`src/rtl/gbm_path_gen.sv`:
```
// Monte Carlo path generator: one terminal price per path from a fixed-point
// geometric-Brownian recurrence driven by an LFSR-based approximate Gaussian shock.
module gbm_path_gen #(
  parameter int unsigned W_PRICE = 12,
  parameter int unsigned W_STEPS = 8,
  parameter int unsigned W_PATHS = 10
) (
  input  logic               clk,
  input  logic               rst_n,
  input  logic               start,
  input  logic [W_PRICE-1:0] s0,
  input  logic [7:0]         drift,
  input  logic [7:0]         sigma,
  input  logic [W_STEPS-1:0] num_steps,
  input  logic [W_PATHS-1:0] num_paths,
  input  logic [31:0]        seed,
  output logic [W_PRICE-1:0] path,
  output logic               path_valid,
  input  logic               path_ready,
  output logic               busy,
  output logic               done
);

  // Arithmetic width: price * sigma * shock stays well inside this.
  localparam int unsigned WA = W_PRICE + 30;

  typedef enum logic [2:0] {StIdle, StLoad, StStep, StEmit, StFin} state_e;

  state_e state_q, state_d;

  logic [W_PRICE-1:0] s0_q, s0_d;
  logic [W_PRICE-1:0] price_q, price_d;
  logic [7:0]         drift_q, drift_d;
  logic [7:0]         sigma_q, sigma_d;
  logic [W_STEPS-1:0] nsteps_q, nsteps_d;
  logic [W_STEPS-1:0] step_cnt_q, step_cnt_d;
  logic [W_PATHS-1:0] npaths_q, npaths_d;
  logic [W_PATHS-1:0] path_cnt_q, path_cnt_d;
  logic [31:0]        lfsr_q, lfsr_d;

  logic [31:0]          lfsr_next;
  logic [9:0]           byte_sum;
  logic signed [10:0]   z;
  logic signed [WA-1:0] s_w, drift_w, sigma_w, z_w;
  logic signed [WA-1:0] d_prod, v_prod, d_term, v_term, sum;
  logic [W_PRICE-1:0]   price_next;
  logic                 step_last;
  logic                 more_paths;
  logic [W_PATHS:0]     path_cnt_inc;

  // Price recurrence and shock generation, evaluated from the current LFSR value.
  always_comb begin
    lfsr_next = (lfsr_q >> 1) ^ (lfsr_q[0] ? 32'h8020_0003 : 32'h0);
    byte_sum  = {2'b00, lfsr_q[7:0]} + {2'b00, lfsr_q[15:8]}
              + {2'b00, lfsr_q[23:16]} + {2'b00, lfsr_q[31:24]};
    z         = $signed({1'b0, byte_sum}) - 11'sd510;

    s_w     = {{(WA-W_PRICE){1'b0}}, price_q};
    drift_w = {{(WA-8){drift_q[7]}}, drift_q};
    sigma_w = {{(WA-8){1'b0}}, sigma_q};
    z_w     = {{(WA-11){z[10]}}, z};

    d_prod = s_w * drift_w;
    v_prod = s_w * sigma_w * z_w;
    // Arithmetic shifts floor toward minus infinity.
    d_term = d_prod >>> 12;
    v_term = v_prod >>> 15;
    sum    = s_w + d_term + v_term;

    if (sum[WA-1]) begin
      price_next = '0;
    end else if (|sum[WA-2:W_PRICE]) begin
      price_next = '1;
    end else begin
      price_next = sum[W_PRICE-1:0];
    end
  end

  assign step_last    = (step_cnt_q + W_STEPS'(1)) == nsteps_q;
  assign path_cnt_inc = {1'b0, path_cnt_q} + (W_PATHS+1)'(1);
  assign more_paths   = path_cnt_inc < {1'b0, npaths_q};
  assign path         = price_q;

  // Next-state logic and decoded status outputs.
  always_comb begin
    state_d    = state_q;
    s0_d       = s0_q;
    price_d    = price_q;
    drift_d    = drift_q;
    sigma_d    = sigma_q;
    nsteps_d   = nsteps_q;
    step_cnt_d = step_cnt_q;
    npaths_d   = npaths_q;
    path_cnt_d = path_cnt_q;
    lfsr_d     = lfsr_q;
    path_valid = 1'b0;
    busy       = 1'b1;
    done       = 1'b0;

    unique case (state_q)
      StIdle: begin
        busy = 1'b0;
        if (start) begin
          s0_d       = s0;
          drift_d    = drift;
          sigma_d    = sigma;
          nsteps_d   = num_steps;
          npaths_d   = num_paths;
          lfsr_d     = (seed == 32'h0) ? 32'h1 : seed;
          step_cnt_d = '0;
          path_cnt_d = '0;
          state_d    = (num_paths == '0) ? StFin : StLoad;
        end
      end
      StLoad: begin
        price_d    = s0_q;
        step_cnt_d = '0;
        state_d    = (nsteps_q == '0) ? StEmit : StStep;
      end
      StStep: begin
        price_d    = price_next;
        lfsr_d     = lfsr_next;
        step_cnt_d = step_cnt_q + W_STEPS'(1);
        if (step_last) begin
          state_d = StEmit;
        end
      end
      StEmit: begin
        path_valid = 1'b1;
        if (path_ready) begin
          path_cnt_d = path_cnt_q + W_PATHS'(1);
          state_d    = more_paths ? StLoad : StFin;
        end
      end
      StFin: begin
        done    = 1'b1;
        state_d = StIdle;
      end
      default: begin
        state_d = StIdle;
      end
    endcase
  end

  // State and datapath registers; reset aborts any job in flight.
  always_ff @(posedge clk or negedge rst_n) begin
    if (!rst_n) begin
      state_q    <= StIdle;
      s0_q       <= '0;
      price_q    <= '0;
      drift_q    <= '0;
      sigma_q    <= '0;
      nsteps_q   <= '0;
      step_cnt_q <= '0;
      npaths_q   <= '0;
      path_cnt_q <= '0;
      lfsr_q     <= 32'h1;
    end else begin
      state_q    <= state_d;
      s0_q       <= s0_d;
      price_q    <= price_d;
      drift_q    <= drift_d;
      sigma_q    <= sigma_d;
      nsteps_q   <= nsteps_d;
      step_cnt_q <= step_cnt_d;
      npaths_q   <= npaths_d;
      path_cnt_q <= path_cnt_d;
      lfsr_q     <= lfsr_d;
    end
  end

endmodule

```
`config.mk`:
```
export PLATFORM = sky130hd
export DESIGN_NAME = gbm_path_gen
export DESIGN_NICKNAME = d
export VERILOG_FILES = /design/src/rtl/gbm_path_gen.sv
export SDC_FILE = /design/constraint.sdc
export NUM_CORES = 1
export LEC_CHECK = 0
export ABC_AREA = 1
export ABC_CLOCK_PERIOD_IN_PS = 17600
export CELL_PAD_IN_SITES_DETAIL_PLACEMENT = 1
export CELL_PAD_IN_SITES_GLOBAL_PLACEMENT = 1
export CORE_AREA = 2 2 214 258
export DETAILED_ROUTE_END_ITERATION = 6
export DIE_AREA = 0 0 216 260
export PLACE_DENSITY_LB_ADDON = 0.1
export SLEW_MARGIN = 20
export SYNTH_ARGS = -nofsm -noshare
export SYNTH_HDL_FRONTEND = slang
export SYNTH_SLANG_ARGS = --single-unit
```
`constraint.sdc`:
```
create_clock -name clk -period 17.6 [get_ports clk]
set_input_delay 1.76 -clock clk [delete_from_list [all_inputs] [get_ports clk]]
set_output_delay 1.76 -clock clk [all_outputs]
set_load 0.05 [all_outputs]
```
# ---- Word-level counts from Yosys, hierarchy flattened
# Index checks and enable logic that the tools add are counted.
dict set report word_totals {
  ramBits 0
  register_bits 111
  memories 0
  out_inout_bits 15
  elab_cells 68
  inputBits 82
  latch_bits 0
  romBits 0
}
dict set report op_classes {
  magnitude_cmp 1
  n_shift 0
  n_mul 3
  muxes 22
  eq_ne 8
  div 0
  n_bitwise 1
  n_addsub 9
  reduce_logical 14
}
# cell count
set ops {}
lappend ops {{2-to-1 mux 32 bit} 3}
lappend ops {{one-hot mux 32 bit (2 select lines)} 1}
lappend ops {{zero test 32 bit} 1}
lappend ops {{multiplier 21 x 11 -> 32 bit} 1}
lappend ops {{XOR 31 x 32 -> 32 bit} 1}
lappend ops {{OR reduction 29 bit} 1}
lappend ops {{2-to-1 mux 12 bit} 2}
lappend ops {{one-hot mux 12 bit (2 select lines)} 1}
lappend ops {{one-hot mux 8 bit (3 select lines)} 1}
lappend ops {{multiplier 13 x 8 -> 21 bit} 1}
lappend ops {{multiplier 12 x 8 -> 20 bit} 1}
lappend ops {{2-to-1 mux 10 bit} 2}
lappend ops {{one-hot mux 10 bit (2 select lines)} 1}
lappend ops {{adder 14 x 17 -> 18 bit} 1}
lappend ops {{2-to-1 mux 3 bit} 5}
lappend ops {{adder 13 x 9 -> 14 bit} 1}
lappend ops {{one-hot mux 3 bit (4 select lines)} 1}
lappend ops {{adder 10 x 1 -> 11 bit, second input constant} 1}
lappend ops {{less-than comparator 11 x 10 -> 1 bit} 1}
lappend ops {{subtractor 10 x 9 -> 11 bit, second input constant} 1}
lappend ops {{adder 10 x 1 -> 10 bit, second input constant} 1}
lappend ops {{adder 10 x 8 -> 10 bit} 1}
lappend ops {{adder 9 x 8 -> 10 bit} 1}
lappend ops {{zero test 10 bit} 1}
lappend ops {{other kinds (15)} 26}

# ---- Longest topological paths before layout
# Gate-level depths: netlist of run 1.
dict set report depth {
  word_depth 10
  mapped_depth 60
  mapped_depth_nobuf 57
}

# ---- Worst setup path after synthesis of run 1
# OpenSTA, ideal clock, no wires.
dict set report synth_timing {
  kind {register to register}
  from {reg price_q[7], in the netlist path[7]}
  to {reg price_q[10], in the netlist path[10]}
  arrival_ns 10.554
  path_stages_with_launch 49
  setup_time_ns 0.124
  period_less_slack_ns 10.678
  slack_ns 6.922
  n_path_buf 3
  required_time_ns 17.476
  path_cell_list {dfrtp_1 -> clkbuf_1 -> clkbuf_1 -> nand2_1 -> inv_1 -> fa_1 -> fa_1 -> fa_1 -> inv_1 -> fa_1 -> inv_1 -> ha_1 -> a21oi_1 -> o21ai_0 -> a221oi_1 -> nand2_1 -> xor2_1 -> nand2_1 -> (+13 left out) -> nand2_1 -> nand2_1 -> xnor2_1 -> fa_1 -> inv_1 -> ha_1 -> nand2_1 -> nor2_1 -> nand3_1 -> nand3_1 -> nand2_1 -> nand2_1 -> nand2_1 -> nor2_4 -> buf_6 -> nand3_1 -> nand2_1 -> a21oi_2}
}
dict set report synth_between {
  elab_chain_len 7
  word_cells_on_any_way 9
  cone_classes {add/sub: 2; mul: 3; mux: 3; reduce/logical: 1}
}
# item line_no
set synth_lines {}
lappend synth_lines {{from (decl)} 32} ;# logic [W_PRICE-1:0] price_q, price_d;
lappend synth_lines {{from (signal assigned)} 161} ;# price_q <= price_d;
lappend synth_lines {{multiplier 12 x 8 -> 20 bit / multiplier 13 x 8 -> 21 bit (equally long branches)} {64, 63}}
lappend synth_lines {{multiplier 21 x 11 -> 32 bit / adder 13 x 9 -> 14 bit (equally long branches)} {64, 68}}
lappend synth_lines {{adder 14 x 17 -> 18 bit *} 68} ;# sum = s_w + d_term + v_term;
lappend synth_lines {{OR reduction 29 bit} 72} ;# end else if (|sum[WA-2:W_PRICE]) begin
lappend synth_lines {{2-to-1 mux 12 bit} 72}
lappend synth_lines {{2-to-1 mux 12 bit *} 70} ;# if (sum[WA-1]) begin
lappend synth_lines {{one-hot mux 12 bit (2 select lines) *} 100} ;# unique case (state_q)
# Every way passes the cells marked *; elsewhere a longest branch is shown, timed or not.
# A chain may end at the register's enable or synchronous reset.

# ---- Worst setup path after layout of run 1
dict set report layout_timing {
  from {reg price_q[4], in the netlist path[4]}
  to {reg price_q[10], in the netlist path[10]}
}
# Same word-level chain as after synthesis.

==> results.md, run 1 <==
* Per-cell routed wire length at 18.6 um
* CP endpoint kind: flip-flop
* Final Core Density at 0.434
* Reg area at 2780 um^2
* Synth-to-Final Area Change at 9.06%
* R2r endpoint: path[10]$_DFFE_PN0P_
* Drt drc at 0
* Post-CTS Hold Fix Bufs at 0
* Yosys top cell by area: fa_1
* Initial Util at 0.398
* CP peak stage delay at 0.85 ns
* CP Class: flip-flop to flip-flop
* R2R depth at 43
* Worst-margin pin slew at 1.05 ns
* Min Tclk post-route at 12.15 ns
* Status: finished, final reports clean
* Clk Latency, worst-skew pair at 0.38 ns
* Worst reg2reg setup slack at 5.45 ns
* Worst path slowest cell: dfrtp_1
* Clock skew at 0.0132 ns
* Pins over their slew limit at 0
* WP buf/inv at 9
* Cell mode on critical path: fa_1
* I/O pins at 97
* GPL Wtd Cong at 0.896
* Post-synth EDFFs at 0
* Largest net degree at the start of global routing at 73
* Ys async rst share at 1.00
* Synth warn at 0
* Worst Hold Class: flip-flop to flip-flop
* Share of post-route cells with drive strength above 1 at 0.0362
* Crit start category: flip-flop
* Post-cts gate resize count at 0
* CTS buffer count at 9
* Post-Syn Nets at 3432
* Routed vias/inst at 4.99
* Crit path depth at 43
* Max FO, Critical Path at 18
* Fill cells at 6708
* Most frequent cell after synthesis: inv_1
* Most area-consuming cells after synthesis: fa_1 (29%), dfrtp_1 (13%), inv_1 (13%), ha_1 (13%), nand2_1 (12%)
* Multi-input gate area at 15300 um^2
* Antenna Violating Nets Remaining at 0
* Die Span Y at 260 um
* Syn avg cell area at 7.53 um^2
* Core Footprint at 53500 um^2
* H-Tree Depth at 3
* Clock sinks at 111
* Worst Path Arrival at 12.46 ns
* CTS tree: built
* Primary FF master, synth: dfrtp_1
* Synth top area share at 0.290
* Die Span X at 216 um
* FP Rows at 93
* RSZ-0062 raised after global routing: no
* RR Startpoint: path[4]$_DFFE_PN0P_
* Worst path required time at 17.91 ns
* Syn Std Cell Area at 21300 um^2
* Clk root buf: clkbuf_16
* Max Fclk at 82.3 MHz
* Initial antenna violation count at 0
* Final worst path period share at 0.691
* Post-CTS setup buffers at 0
* Nets at 3475
* Via Count at 17900
* Final setup fails at 0
* Port Buffers at 96
* Seq/Total Area, Yosys at 0.131
* CP delay by family, top: adder cells
* Crit path to: path[10]$_DFFE_PN0P_
* GR Overflow Total at 0
* # Max-Cap Violations at 0
* Routed wire length at 66600 um
* GRT Total Usage at 0.248
* Distinct cells, synth at 57
* Fin. Hold Viols at 0
* Commonest cells post-synth: inv_1 (733), nand2_1 (675), fa_1 (308)
* Placed wire-length estimate at 55800 um
* FF+latch count, synth at 111
* Ant diodes at 0
* Relative slew slack at 0.295
* Clock buffer depth at 2
* Vias in the first global route at 20500
* Clock-pin slew on the worst setup and hold paths at 0.09 ns
* DRT Pass-1 Iters at 5
* Iter 0 DRT Violations at 688
* First-pass GRT wire length at 110000 um
* Crit. Startpoint: path[4]$_DFFE_PN0P_
* DIE AREA at 56200 um^2
* Final setup TNS at 0 ns
* Synthesized instance count at 2826
[cell type report]
cell class | instances | share of cell area
clock inverter | 6 | 0.00361
multi-input combinational | 1885 | 0.661
clock buffer | 10 | 0.00986
timing repair buffer | 113 | 0.0468
tap | 712 | 0.0384
sequential | 111 | 0.120
inverter | 749 | 0.121
[cells by family after synthesis]
family | count (synthesis) | synth area share
xor+xnor | 63 | 0.0280
simple gates | 1050 | 0.203
flops | 111 | 0.131
compound gates | 248 | 0.0725
buf+inv | 830 | 0.149
fa+ha+maj | 524 | 0.417
[sequential cells by signal, summed over array words and instances (netlist names)]
register / flops
lfsr_q: 32
path: 12
s0_q: 12
npaths_q: 10
path_cnt_q: 10
drift_q: 8
nsteps_q: 8
sigma_q: 8
step_cnt_q: 8
state_q: 3
[stage by stage]
step           hold WS (ns)  instance area [um^2]  instances  worst slack [ns]
2_1_floorplan         0.437                 21300       2826              6.92
3_3_place_gp          0.454                 22900       3570              5.65
3_5_place_dp          0.462                 22900       3570              5.38
4_1_cts               0.481                 23200       3586              5.33
5_1_grt               0.517                 23200       3586              4.68
6_report              0.476                 23200       3586              5.45
[worst min path at each step]
| stage | start | cells past startpoint | slack [ns] | endpoint |
|---|---|---|---|---|
| after detailed placement | s0_q[5]$_DFFE_PN0P_ | 2 | 0.46 | s0_q[5]$_DFFE_PN0P_ |
| after CTS | s0_q[5]$_DFFE_PN0P_ | 2 | 0.48 | s0_q[5]$_DFFE_PN0P_ |
| after global placement | s0_q[11]$_DFFE_PN0P_ | 2 | 0.45 | s0_q[11]$_DFFE_PN0P_ |
| after global routing | s0_q[5]$_DFFE_PN0P_ | 2 | 0.52 | s0_q[5]$_DFFE_PN0P_ |
| after floorplan | s0_q[0]$_DFFE_PN0P_ | 2 | 0.44 | s0_q[0]$_DFFE_PN0P_ |
| final | s0_q[5]$_DFFE_PN0P_ | 2 | 0.48 | s0_q[5]$_DFFE_PN0P_ |
[cell usage in the layout (no fill, tap or decap), types with 3 or more instances in the layout]
cell type / Yosys / layout
nand3_1: 75 / 75
or2_2: 7 / 7
clkdlybuf4s50_1: 0 / 95
nor3_1: 17 / 17
xnor2_1: 23 / 23
inv_2: 14 / 14
o211ai_1: 4 / 4
nand2_2: 6 / 6
dfrtp_1: 110 / 110
nor2_4: 3 / 3
or2_1: 4 / 4
a21oi_1: 82 / 82
nor3_2: 3 / 3
o21ai_0: 69 / 69
a21o_1: 9 / 9
a21oi_2: 16 / 16
and2_1: 3 / 3
ha_1: 216 / 216
nand2_1: 675 / 675
o21ai_1: 3 / 3
inv_1: 733 / 733
nand3_2: 5 / 5
nand4_1: 25 / 25
nor4_1: 7 / 7
o221ai_1: 29 / 29
xor2_1: 34 / 34
clkbuf_16: 0 / 9
nor2_1: 209 / 209
fa_1: 308 / 308
o21bai_1: 9 / 9
o22ai_1: 11 / 11
buf_4: 1 / 18
xor2_2: 5 / 5
[worst min-delay path, stage by stage (launching register included)]
cell     delay (ns)
dfrtp_1        0.34
nand2_1        0.05
nand2_1        0.05
[metal layers]
metal | GRT usage | vias up | routed length, um
li1 | - | 8499 | -
met1 | 0.298 | 9068 | 27900
met2 | 0.468 | 231 | 35000
met3 | 0.0161 | 94 | 1410
met4 | 0.0864 | 0 | 2310
met5 | 0 | - | 0
Power of run 1 is left out: the tool's default activity adds up to more than one toggle a clock period on the data nets, which glitch-free logic cannot reach.
==> run 2: changes to the inputs <==
--- a/config.mk
+++ b/config.mk
@@ -6,7 +6,7 @@
 export NUM_CORES = 1
 export LEC_CHECK = 0
 export ABC_AREA = 1
-export ABC_CLOCK_PERIOD_IN_PS = 17600
+export ABC_CLOCK_PERIOD_IN_PS = 11500
 export CELL_PAD_IN_SITES_DETAIL_PLACEMENT = 1
 export CELL_PAD_IN_SITES_GLOBAL_PLACEMENT = 1
 export CORE_AREA = 2 2 214 258
==> constraint.sdc (replaced) <==
create_clock -name clk -period 11.5 [get_ports clk]
set_input_delay 1.15 -clock clk [delete_from_list [all_inputs] [get_ports clk]]
set_output_delay 1.15 -clock clk [all_outputs]
set_load 0.05 [all_outputs]
==> run 2 against run 1 <==
Effect of this change: non-clock buffer count up 23; hold slack worse by 0.0013 ns; clock-buffer cell count down 1; sequential share of layout area down 0.16 points; clock skew up 0.0093 ns; routed wire length up 1.4%; largest cell class unchanged.
==> results.md, run 2 (synthesis results as in run 1) <==
* Fin. Hold Viols at 0
* Worst Path Arrival at 11.17 ns
* CP endpoint kind: flip-flop
* Die Span Y at 260 um
* Pins over their slew limit at 0
* WP buf/inv at 11
* Worst reg2reg setup slack at 0.58 ns
* Final Worst Setup Slack at 0.581 ns
* GPL Wtd Cong at 0.894
* Die Span X at 216 um
* Share of post-route cells with drive strength above 1 at 0.0618
* I/O pins at 97
* Core Footprint at 53500 um^2
* Clock sinks at 111
* Port Buffers at 96
* CTS tree: built
* # Max-Cap Violations at 0
* Worst-margin pin slew at 1.02 ns
* Initial Util at 0.398
* Min Tclk post-route at 10.92 ns
* Initial antenna violation count at 0
* Pre-CTS setup slack at 0.0618 ns
* Routed wire length at 67500 um
* Clk Latency, worst-skew pair at 0.39 ns
* H-Tree Depth at 3
* Clock-pin slew on the worst setup and hold paths at 0.09 ns
* Per-cell routed wire length at 18.7 um
* Clk root buf: clkbuf_16
* Ant diodes at 0
* CP delay by family, top: adder cells
* Status: finished, final reports clean
* Clock skew at 0.0225 ns
* First-pass GRT wire length at 110000 um
* Vias in the first global route at 20500
* Iter 0 DRT Violations at 671
* FP Rows at 93
* GRT Total Usage at 0.250
* Placed wire-length estimate at 56500 um
* Drt drc at 0
* Nets at 3498
* Routed vias/inst at 5.01
* Post-CTS Hold Fix Bufs at 0
* Max FO, Critical Path at 12
* Final setup fails at 0
* Cell mode on critical path: nand2_1
* Via Count at 18100
* Worst path required time at 11.75 ns
* Most frequent cells in the layout: inv_1 (732), nand2_1 (667), fa_1 (308), ha_1 (208), nor2_1 (206)
* CP Class: flip-flop to flip-flop
* Clock buffer depth at 2
* CP peak stage delay at 0.61 ns
* Relative slew slack at 0.318
* Antenna Violating Nets Remaining at 0
* Synth-to-Final Area Change at 11.1%
* Crit start category: flip-flop
* GR Overflow Total at 0
* Largest net degree at the start of global routing at 66
* Final worst path period share at 0.949
* Reg with most FFs: lfsr_q
* Worst Hold Class: flip-flop to flip-flop
* Max Fclk at 91.6 MHz
* DRT Pass-1 Iters at 5
* Max reg flops at 32
* Worst path slowest cell: fa_1
* Commonest non-fill, non-tap cell in the layout: inv_1
* CTS buffer count at 9
* DIE AREA at 56200 um^2
run 2: changes by cell type in the layout (fill, tap and decap cells not counted), moves of 4 or more:
cell	previous run	this run
ha_2	0	5
a21oi_2	16	21
buf_4	18	38
xor2_1	34	30
o21ai_1	3	10
dfrtp_2	0	12
nand2_2	6	12
o21ai_0	69	62
ha_1	216	208
a21oi_1	82	76
nand2_1	675	667
dfrtp_1	110	98
run 2: final cells by class:
cell class | instances | area [um^2]
fill | 6723 | 29900
multi-input combinational | 1885 | 15600
inverter | 749 | 2820
sequential | 111 | 2790
timing repair buffer | 136 | 1280
tap | 712 | 891
clock buffer | 9 | 225
clock inverter | 7 | 72.6
run 2: path summary, 6_finish.rpt:
path | startpoint | endpoint | cells after the start
setup / recovery | sigma_q[2]$_DFFE_PN0P_ | path[9]$_DFFE_PN0P_ | 52
hold / removal | s0_q[11]$_DFFE_PN0P_ | s0_q[11]$_DFFE_PN0P_ | 2
setup reg to reg | sigma_q[2]$_DFFE_PN0P_ | path[9]$_DFFE_PN0P_ | 52
hold reg to reg | s0_q[11]$_DFFE_PN0P_ | s0_q[11]$_DFFE_PN0P_ | 2
max in group asynchronous | rst_n | sigma_q[6]$_DFFE_PN0P_ | 2
min in group asynchronous | rst_n | lfsr_q[9]$_DFFE_PN0P_ | 1
run 2: worst register-to-register path, delay by kind of cell, from the launching register on:
family | cells | cell delay, ns
AOI/OAI and AO/OA | 5 | 0.74
xor gates and xnor gates | 1 | 0.22
adders and majority gates | 14 | 6.37
buffers and inverters | 11 | 0.98
DFF | 1 | 0.46
and+or+nand+nor | 21 | 2.00
run 2: metrics by stage:
step	TNS [ns]	area [um^2]	hold WS, ns	utilization	std cells
detailed placement	0	23000	0.457	0.430	3586
global route	-0.00382	23600	0.510	0.442	3609
floorplan	0	21300	0.437	-	2826
finish	0	23600	0.474	0.442	3609
global placement	0	23000	0.448	0.430	3586
CTS	0	23300	0.481	0.436	3602
run 2: timing repair:
action	CTS	global route
setup buffers	0	7
endpoints found under the setup margin	3	12
pin swaps	0	5
gates resized for setup	1	68
run 2: metal layers:
metal | global-route usage | routed length (um)
met1 | 0.308 | 29000
met2 | 0.459 | 34600
met3 | 0.0180 | 1540
met4 | 0.0902 | 2340
met5 | 0 | 0
Power of run 2 is left out for the same reason.
